## config.mk

```make
export PLATFORM = sky130hd
export DESIGN_NAME = ddr_burst_reader
export DESIGN_NICKNAME = d
export VERILOG_FILES = /design/src/rtl/ddr_burst_reader_pkg.sv /design/src/rtl/ddr_burst_reader_sync_fifo.sv /design/src/rtl/ddr_burst_reader.sv
export SDC_FILE = /design/constraint.sdc
export NUM_CORES = 2
export LEC_CHECK = 0
export ABC_AREA = 1
export CORE_MARGIN = 2
export CORE_UTILIZATION = 40
export DETAILED_ROUTE_END_ITERATION = 10
export HOLD_SLACK_MARGIN = 0.06
export PLACE_DENSITY = 0.55
export SKIP_CTS_REPAIR_TIMING = 1
export SYNTH_ARGS = -nofsm -noshare
export SYNTH_HDL_FRONTEND = slang
export SYNTH_SLANG_ARGS = --single-unit
```

## constraint.sdc

```tcl
create_clock -name clk_i -period 3.9 [get_ports clk_i]
set_input_delay 0.78 -clock clk_i [delete_from_list [all_inputs] [get_ports clk_i]]
set_output_delay 0.78 -clock clk_i [all_outputs]
set_load 0.005 [all_outputs]
```

## src/rtl/ddr_burst_reader_pkg.sv

```systemverilog
// Shared DDR word geometry and the burst FSM state encoding used by the
// burst reader and its sub-blocks.
package ddr_pkg;

  localparam int DdrWordWidth = 64;
  localparam int DdrWordBytes = 8;
  localparam int DdrAlignBits = 3;

  typedef enum logic [1:0] {
    IDLE  = 2'd0,
    ISSUE = 2'd1,
    DRAIN = 2'd2,
    DONE  = 2'd3
  } burst_state_e;

endpackage

```

## src/rtl/ddr_burst_reader_sync_fifo.sv

```systemverilog
// First-word fall-through synchronous FIFO; data_o shows the head entry
// whenever empty_o is low.
module sync_fifo #(
  parameter int Width = 64,
  parameter int Depth = 32,
  localparam int PtrW = $clog2(Depth),
  localparam int CntW = PtrW + 1
) (
  input  logic             clk_i,
  input  logic             rst_ni,
  input  logic             push_i,
  input  logic [Width-1:0] data_i,
  input  logic             pop_i,
  output logic [Width-1:0] data_o,
  output logic             full_o,
  output logic             empty_o,
  output logic [CntW-1:0]  count_o
);

  logic [Width-1:0] mem_q [Depth];
  logic [PtrW-1:0]  wr_ptr_q, rd_ptr_q;
  logic [CntW-1:0]  count_q;
  logic             do_push, do_pop;

  assign full_o  = (count_q == CntW'(Depth));
  assign empty_o = (count_q == '0);
  assign count_o = count_q;
  assign data_o  = mem_q[rd_ptr_q];
  assign do_pop  = pop_i && !empty_o;
  assign do_push = push_i && !full_o;

  always_ff @(posedge clk_i or negedge rst_ni) begin
    if (!rst_ni) begin
      wr_ptr_q <= '0;
      rd_ptr_q <= '0;
      count_q  <= '0;
    end else begin
      if (do_push) wr_ptr_q <= wr_ptr_q + 1'b1;
      if (do_pop)  rd_ptr_q <= rd_ptr_q + 1'b1;
      case ({do_push, do_pop})
        2'b10:   count_q <= count_q + 1'b1;
        2'b01:   count_q <= count_q - 1'b1;
        default: count_q <= count_q;
      endcase
    end
  end

  // Storage is not reset; pointers alone define what is valid.
  always_ff @(posedge clk_i) begin
    if (do_push) mem_q[wr_ptr_q] <= data_i;
  end

  overflow_a: assert property (@(posedge clk_i) disable iff (!rst_ni) !(push_i && full_o));

endmodule

```

## src/rtl/ddr_burst_reader.sv

```systemverilog
// Burst read engine: issues one 64-bit read per cycle, buffers the returns
// and streams them out, with credits so no return is ever dropped.
module ddr_burst_reader
  import ddr_pkg::*;
#(
  parameter int AddrWidth = 32,
  parameter int LenWidth  = 16,
  parameter int FifoDepth = 32
) (
  input  logic                    clk_i,
  input  logic                    rst_ni,
  input  logic                    start_i,
  input  logic [AddrWidth-1:0]    base_addr_i,
  input  logic [LenWidth-1:0]     len_i,
  output logic                    busy_o,
  output logic                    done_o,
  output logic                    error_o,
  output logic [AddrWidth-1:0]    mem_addr_o,
  output logic                    mem_read_en_o,
  input  logic [DdrWordWidth-1:0] mem_data_i,
  input  logic                    mem_data_valid_i,
  output logic [DdrWordWidth-1:0] data_o,
  output logic                    valid_o,
  input  logic                    ready_i,
  output logic                    last_o
);

  localparam int CntW = $clog2(FifoDepth) + 1;

  burst_state_e         state_q, state_d;
  logic [AddrWidth-1:0] addr_q, addr_d;
  logic [AddrWidth-1:0] mem_addr_q;
  logic [LenWidth-1:0]  remaining_q, remaining_d;
  logic [LenWidth-1:0]  len_q, len_d;
  logic [LenWidth-1:0]  delivered_q;
  logic [CntW-1:0]      outstanding_q;
  logic [CntW-1:0]      fifo_count;
  logic [CntW:0]        in_flight;
  logic                 mem_read_en_q, error_q, error_d;
  logic                 issue, accept, push, pop, credit_ok;
  logic                 fifo_empty, fifo_full;

  // Returns already buffered plus reads still in the memory pipe must fit.
  assign in_flight = {1'b0, fifo_count} + {1'b0, outstanding_q};
  assign credit_ok = in_flight < (CntW + 1)'(FifoDepth);
  assign push      = mem_data_valid_i && (outstanding_q != '0);
  assign valid_o   = !fifo_empty;
  assign pop       = valid_o && ready_i;
  assign last_o    = valid_o && (delivered_q == len_q - 1'b1);

  assign busy_o        = (state_q == ISSUE) || (state_q == DRAIN);
  assign done_o        = (state_q == DONE);
  assign error_o       = error_q;
  assign mem_read_en_o = mem_read_en_q;
  assign mem_addr_o    = mem_addr_q;

  always_comb begin
    state_d     = state_q;
    addr_d      = addr_q;
    remaining_d = remaining_q;
    len_d       = len_q;
    error_d     = 1'b0;
    issue       = 1'b0;
    accept      = 1'b0;
    case (state_q)
      IDLE: begin
        if (start_i) begin
          if (base_addr_i[DdrAlignBits-1:0] != '0) begin
            error_d = 1'b1;
          end else if (len_i == '0) begin
            state_d = DONE;
          end else begin
            accept      = 1'b1;
            addr_d      = base_addr_i;
            remaining_d = len_i;
            len_d       = len_i;
            state_d     = ISSUE;
          end
        end
      end
      ISSUE: begin
        if ((remaining_q != '0) && credit_ok) begin
          issue       = 1'b1;
          addr_d      = addr_q + AddrWidth'(DdrWordBytes);
          remaining_d = remaining_q - 1'b1;
          if (remaining_q == LenWidth'(1)) state_d = DRAIN;
        end
      end
      DRAIN: begin
        if (pop && last_o) state_d = DONE;
      end
      DONE: begin
        state_d = IDLE;
      end
      default: state_d = IDLE;
    endcase
  end

  always_ff @(posedge clk_i or negedge rst_ni) begin
    if (!rst_ni) begin
      state_q       <= IDLE;
      addr_q        <= '0;
      remaining_q   <= '0;
      len_q         <= '0;
      delivered_q   <= '0;
      outstanding_q <= '0;
      mem_addr_q    <= '0;
      mem_read_en_q <= 1'b0;
      error_q       <= 1'b0;
    end else begin
      state_q       <= state_d;
      addr_q        <= addr_d;
      remaining_q   <= remaining_d;
      len_q         <= len_d;
      error_q       <= error_d;
      mem_read_en_q <= issue;
      if (issue) mem_addr_q <= addr_q;
      if (accept) delivered_q <= '0;
      else if (pop) delivered_q <= delivered_q + 1'b1;
      case ({issue, push})
        2'b10:   outstanding_q <= outstanding_q + 1'b1;
        2'b01:   outstanding_q <= outstanding_q - 1'b1;
        default: outstanding_q <= outstanding_q;
      endcase
    end
  end

  sync_fifo #(
    .Width(DdrWordWidth),
    .Depth(FifoDepth)
  ) u_fifo (
    .clk_i  (clk_i),
    .rst_ni (rst_ni),
    .push_i (push),
    .data_i (mem_data_i),
    .pop_i  (pop),
    .data_o (data_o),
    .full_o (fifo_full),
    .empty_o(fifo_empty),
    .count_o(fifo_count)
  );

endmodule

```

* Word-level counts from Yosys, hierarchy flattened
Memories as Yosys holds them, arrays and structs flattened.
Index checks and enable logic that the tools add are counted.
** Operators by class
- $add $sub $neg :: 11
- $lt $le $gt $ge :: 1
- Eq/ne operators :: 16
- Muxes and demuxes :: 32
- Bitwise operators :: 2
- Reductions and logical operators :: 23
** Operator list (count)
- $mux W32 :: 4
- $mux W16 :: 6
- $pmux W32 S2 :: 1
- $add A32 B4 Y32 const B :: 1
- $pmux W16 S2 :: 1
- $sub A16 B1 Y16 const B :: 2
- $pmux W6 S2 :: 2
- $add A16 B1 Y16 const B :: 1
- $eq A16 B1 Y1 const B :: 1
- $eq A16 B16 Y1 :: 1
- $logic_not A16 Y1 :: 1
- $reduce_bool A16 Y1 :: 1
- $add A6 B1 Y6 const B :: 2
- $mux W2 :: 6
- $sub A6 B1 Y6 const B :: 2
- $mux W1 :: 11
- $add A5 B1 Y5 const B :: 2
- $reduce_and A5 Y1 :: 2
- $eq A2 B2 Y1 const B :: 4
- $pmux W2 S4 :: 1
- $reduce_bool A2 Y1 :: 4
- $add A6 B6 Y7 :: 1
- $logic_and A1 B1 Y1 :: 7
- $lt A7 B6 Y1 const B :: 1
- other kinds (12) :: 20
** Storage, ports and cells
- Flip-flop bits (word level) :: 138
- Memory bits (writable) :: 2048
- Output and inout port bits :: 102
- Memories kept :: 1
** Memory list
- u_fifo.mem_q :: words 32, width 64, read ports 1, clocked after memory_dff 0, wr ports 1, RTL line ddr_burst_reader_sync_fifo.sv:20 : logic [Width-1:0] mem_q [Depth];

* Longest topological paths before layout
- Depth after elaboration :: 7
- Mapped depth :: 21

* Cells and area by module
A second synthesis with hierarchy kept.
** Second synthesis, totals
- Cells, all modules :: 9758
- Area total of the unflattened synthesis :: 96632.7 µm²
** By module, submodules not included
- sync_fifo :: times used 1, cells each 8796, area each 89328.2 µm², seq. area each 61899.4 µm²
- ddr_burst_reader :: times used 1, cells each 962, area each 7304.5 µm², seq. area each 3052.9 µm²

* Worst setup path after synthesis
No wires, ideal clock.
- Path type :: input to register
- Start point :: input port mem_data_valid_i
- End point :: memory u_fifo.mem_q[31][0] (enable)
- Setup time :: 0.486 ns
- Data arrival time :: 3.976 ns
- Data required time :: 3.414 ns
- Path slack :: -0.563 ns
- Cell stages on the path :: 6
- Path buffers :: 0
- Cell sequence :: nand2_1 -> inv_1 -> nand2_1 -> nor2_1 -> nand3_1 -> nor2_1
** On the way
- Longest elaborated chain between the ends :: 4
** RTL lines
- from (decl) :: RTL line ddr_burst_reader.sv:21 : input logic mem_data_valid_i,
- $logic_and A1 B1 Y1 :: RTL line ddr_burst_reader.sv:46 : assign push = mem_data_valid_i && (outstanding_q != '0);
- $logic_and A1 B1 Y1 :: RTL line ddr_burst_reader_sync_fifo.sv:30 : assign do_push = push_i && !full_o;
- $mux W1 :: RTL line ddr_burst_reader_sync_fifo.sv:50 : if (do_push) mem_q[wr_ptr_q] <= data_i;
- $mux W1 (implied by the code) :: RTL line ddr_burst_reader_sync_fifo.sv:50
- to (decl) :: RTL line ddr_burst_reader_sync_fifo.sv:20
Every way passes these cells.

* Worst setup path after layout
- Start point :: register u_fifo.rd_ptr_q[0]
- End point :: output port data_o[42]
** On the way
- Longest elaborated chain between the ends :: 1
** RTL lines
- from (decl) :: RTL line ddr_burst_reader_sync_fifo.sv:21 : logic [PtrW-1:0] wr_ptr_q, rd_ptr_q;
- from (signal assigned) :: RTL line ddr_burst_reader_sync_fifo.sv:39 : if (do_pop) rd_ptr_q <= rd_ptr_q + 1'b1;
- $mem_v2 Z32 W64
- to (decl) :: RTL line ddr_burst_reader.sv:22 : output logic [DdrWordWidth-1:0] data_o,
Every way passes these cells.

==> results by group <==
Global routing
  – Global route total overflow: 0
  – Vias in the first global route: approximately 56,000
  – Largest net degree at the start of global routing: around 120
  – GRT Overall Usage: between 20% and 30%
  – First-pass GRT wire length: about 390,000 um
  – Antenna violations before repair: 20

Worst setup path
  – Critical path, cell by cell: buf_16, buf_16, buf_16, buf_12, o21ai_0, o22ai_1, o221ai_2, a31oi_4, buf_4, clkdlybuf4s50_1
  – Worst Path Arrival: about 3.5 ns
  – R2r endpoint: outstanding_q[5]$_DFFE_PN0P_
  – Worst r2r path cells: 20
  – Critical path class: reg2out
  – Max incr delay on CP: a little under 0.6 ns
  – Largest fanout on the critical path: 18
  – Worst EP required: around 3.1 ns
  – Worst Path Buf+Inv: 6
  – Worst path top cell family by delay: buffers and inverters
  – Worst setup EP type: output pin
  – R2R Setup Slk: roughly 0.5 ns
  – Reg-to-reg startpoint: remaining_q[0]$_DFFE_PN0P_
  – Most frequent CP cell: buf_16
  – Worst path slowest cell: dfrtp_4
  – Setup crit start kind: flip-flop
  – Crit path from: u_fifo.rd_ptr_q[0]$_DFFE_PN0P_

Clocking
  – Worst-path clk slew: about 0.060 ns
  – CTS sink cnt: about 2,200
  – CTS tree: built
  – Clock Path Buffers: 3
  – CTS Buf Count: 224
  – H-tree depth: 4
  – Clock root buffer: clkbuf_16
  – Worst skew pair latency: 0.88 ns

Place
  – IO buf count: ~220
  – Post-DP HPWL: about 140,000 um
  – Dpl ws: ~0.08 ns
  – Placer Congestion: 0.819

Pwr
  – Total Power: 82.7 mW
  – PwrDens: roughly 790 mW/mm^2
  – Maximum vdd drop: 0.612 mV
  – P_leak: between 30 and 40 nW

Floorplan
  – Die Span Y: between 400 and 500 um
  – Die area: roughly 0.22 mm^2
  – Top Ports: around 220
  – Site Rows: approximately 170
  – Die width: around 470 um
  – Core box area: ~0.22 mm^2
  – Initial core utilization: 40.2%

Logic synthesis
  – Synth top area share: 70.4%
  – Post-synth ARST share: between 6 and 7%
  – Post-Syn Area per Cell: around 13 um^2
  – Mapped Area: just under 0.09 mm^2
  – Ranking of synthesized cells by area: edfxtp_1 70%, o21ai_0 6.5%, nor2_1 5.3%
  – Yosys warnings: 0
  – Synth Flop Type: edfxtp_1
  – Synth Instances: between 6,000 and 7,000
  – Synthesis-stage register bit count: approximately 2,200
  – Syn nets: roughly 7,000
  – Synth area leader: edfxtp_1
  – Register area share after synthesis: approximately 74%
  – Post-synth EDFFs: about 2,000
  – Yosys cell types: roughly 50

Hold path
  – Hold Path Cell Cnt: 2
  – HP Class: reg2reg
  – Hold Path Origin: addr_q[0]$_DFFE_PN0P_
  – Worst Hold Endpoint: addr_q[0]$_DFFE_PN0P_

STA
  – Setup_tns: -6.12 ns
  – Max Clock Skew: between 0.06 and 0.07 ns
  – Hold Vio Cnt, Final: 0
  – Fin Hold WS: 0.463 ns
  – Final WS setup: -0.410 ns
  – Maximum clock frequency: around 0.23 GHz
  – Pins Over Slew Limit: 0
  – Tmin final: between 4 and 5 ns
  – Fin crit share: 111%
  – Final setup vio count: 41
  – Relative slew slack: between 10 and 15%
  – RSZ-0062 raised after global routing: yes
  – Worst-margin pin slew: ~1.3 ns

Routing
  – # DRC: 0
  – DRT Wirelength: just under 300,000 um
  – Via count: between 60,000 and 70,000
  – Drt first-iter violations: roughly 7,400
  – Routed Antenna Nets: 0
  – Drt first pass iters: 6
  – DR vias/cell: roughly 5.9
  – Detail-routed net length per standard cell: roughly 28 um

Run status
  – Failing checks: setup timing
  – Outcome: complete, but fails checks

Layout
  – Final nets: around 7,300
  – Commonest non-fill, non-tap cells in the layout: 2,048 x edfxtp_1, 1,171 x nor2_1, 1,065 x o21ai_0
  – Most common cell after layout, fill and taps aside: edfxtp_1
  – Share of post-route cells with drive strength above 1: between 10% and 20%
  – Register area: approximately 0.065 mm^2
  – Layout fillers: 18,700
  – Multi-input gate area: 0.0208 mm^2
  – Area Overhead vs Synth: 20.6%

Run
  – MaxCap Viol Count: 0
[cell type report]
type	instances	area share, %
sequential	2186	61.7
multi-input combinational	4013	19.8
timing repair buffer	610	7.81
clock buffer	294	5.64
tap	2854	3.39
clock inverter	120	1.05
inverter	159	0.646
timing repair inverter	3	0.0475
antenna	2	0.00475
[registers in the layout, summed over array words and instances, names as in the netlist]
signal           cells
len_q               16
mem_addr_o          32
addr_q              32
u_fifo.rd_ptr_q      5
state_q              2
error_o              1
remaining_q         16
mem_read_en_o        1
delivered_q         16
outstanding_q        6
u_fifo.wr_ptr_q      5
u_fifo.mem_q      2048
u_fifo.count_o       6
[cells by family (layout without fill, tap and decap cells)]
family,count (synthesis),in the layout,share of synthesized area (%)
XOR/XNOR,46,46,0.461
AND/OR/NAND/NOR,2036,2036,9.26
AO/OA/AOI/OAI,1899,1899,12.5
flip-flops,2186,2186,74.4
adder cells (fa/ha/maj),32,32,0.476
other,0,2,0
buffers and inverters,616,1186,2.99
[layer usage]
layer,track usage [%],vias to the layer above,part of all wire [%]
met1,33.4,30700,42
met4,6.20,6,2.5
li1,-,26000,-
met5,0,-,0.016
met2,38.8,3005,47
met3,3.33,438,8.4
[worst max-delay path by stage]
| stage | to | cells past startpoint |
|---|---|---|
| floorplan | u_fifo.mem_q[11][0]$_DFFE_PP_ | 6 |
| global placement | u_fifo.count_o[5]$_DFFE_PN0P_ | 16 |
| detailed placement | u_fifo.count_o[5]$_DFFE_PN0P_ | 16 |
| CTS | data_o[45] | 9 |
| global route | data_o[42] | 10 |
| finish | data_o[42] | 10 |
[through the flow]
step                      utilization [%]  instances  instance area, um^2
final                                48.5      10200               105000
after global routing                 48.5      10200               105000
after CTS                            46.9      10100               102000
after detailed placement             43.7       9677                94800
after global placement               43.7       9677                94800
after floorplan                         -       6815                87400
[power by group]
group	internal, mW	leakage, nW	switching, mW
combinational	12.2	11.4	21.1
clock	11.6	3.42	9.20
sequential	27.6	20.2	0.931
[synth_stat cells (7+ instances only)]
cell and count:
nor4_1 13, a21oi_1 69, a41oi_1 8, inv_2 11, nor3_1 37, o22ai_1 341
nor2_1 1229, edfxtp_1 2048, buf_2 122, o21ai_1 43, nand4_1 29, dfrtp_1 138
clkbuf_1 294, xnor2_1 7, nand2_1 552, buf_4 18, xor2_1 39, o211ai_1 25
a31oi_1 62, buf_1 12, inv_1 146, o221ai_1 174, buf_6 10, o21ai_0 1141
o21ai_2 16, nand3_1 149, ha_1 30
[worst register-to-register path, delay by kind of cell (launching register included)]
kind,cells,cell delay (ns)
AOI/OAI and AO/OA,4,0.70
buffers and inverters,3,0.23
and+or+nand+nor,9,0.94
adders and majority gates,3,0.89
xor gates and xnor gates,1,0.15
DFF,1,0.40
Note: power is estimated with default switching activity, not from simulation.
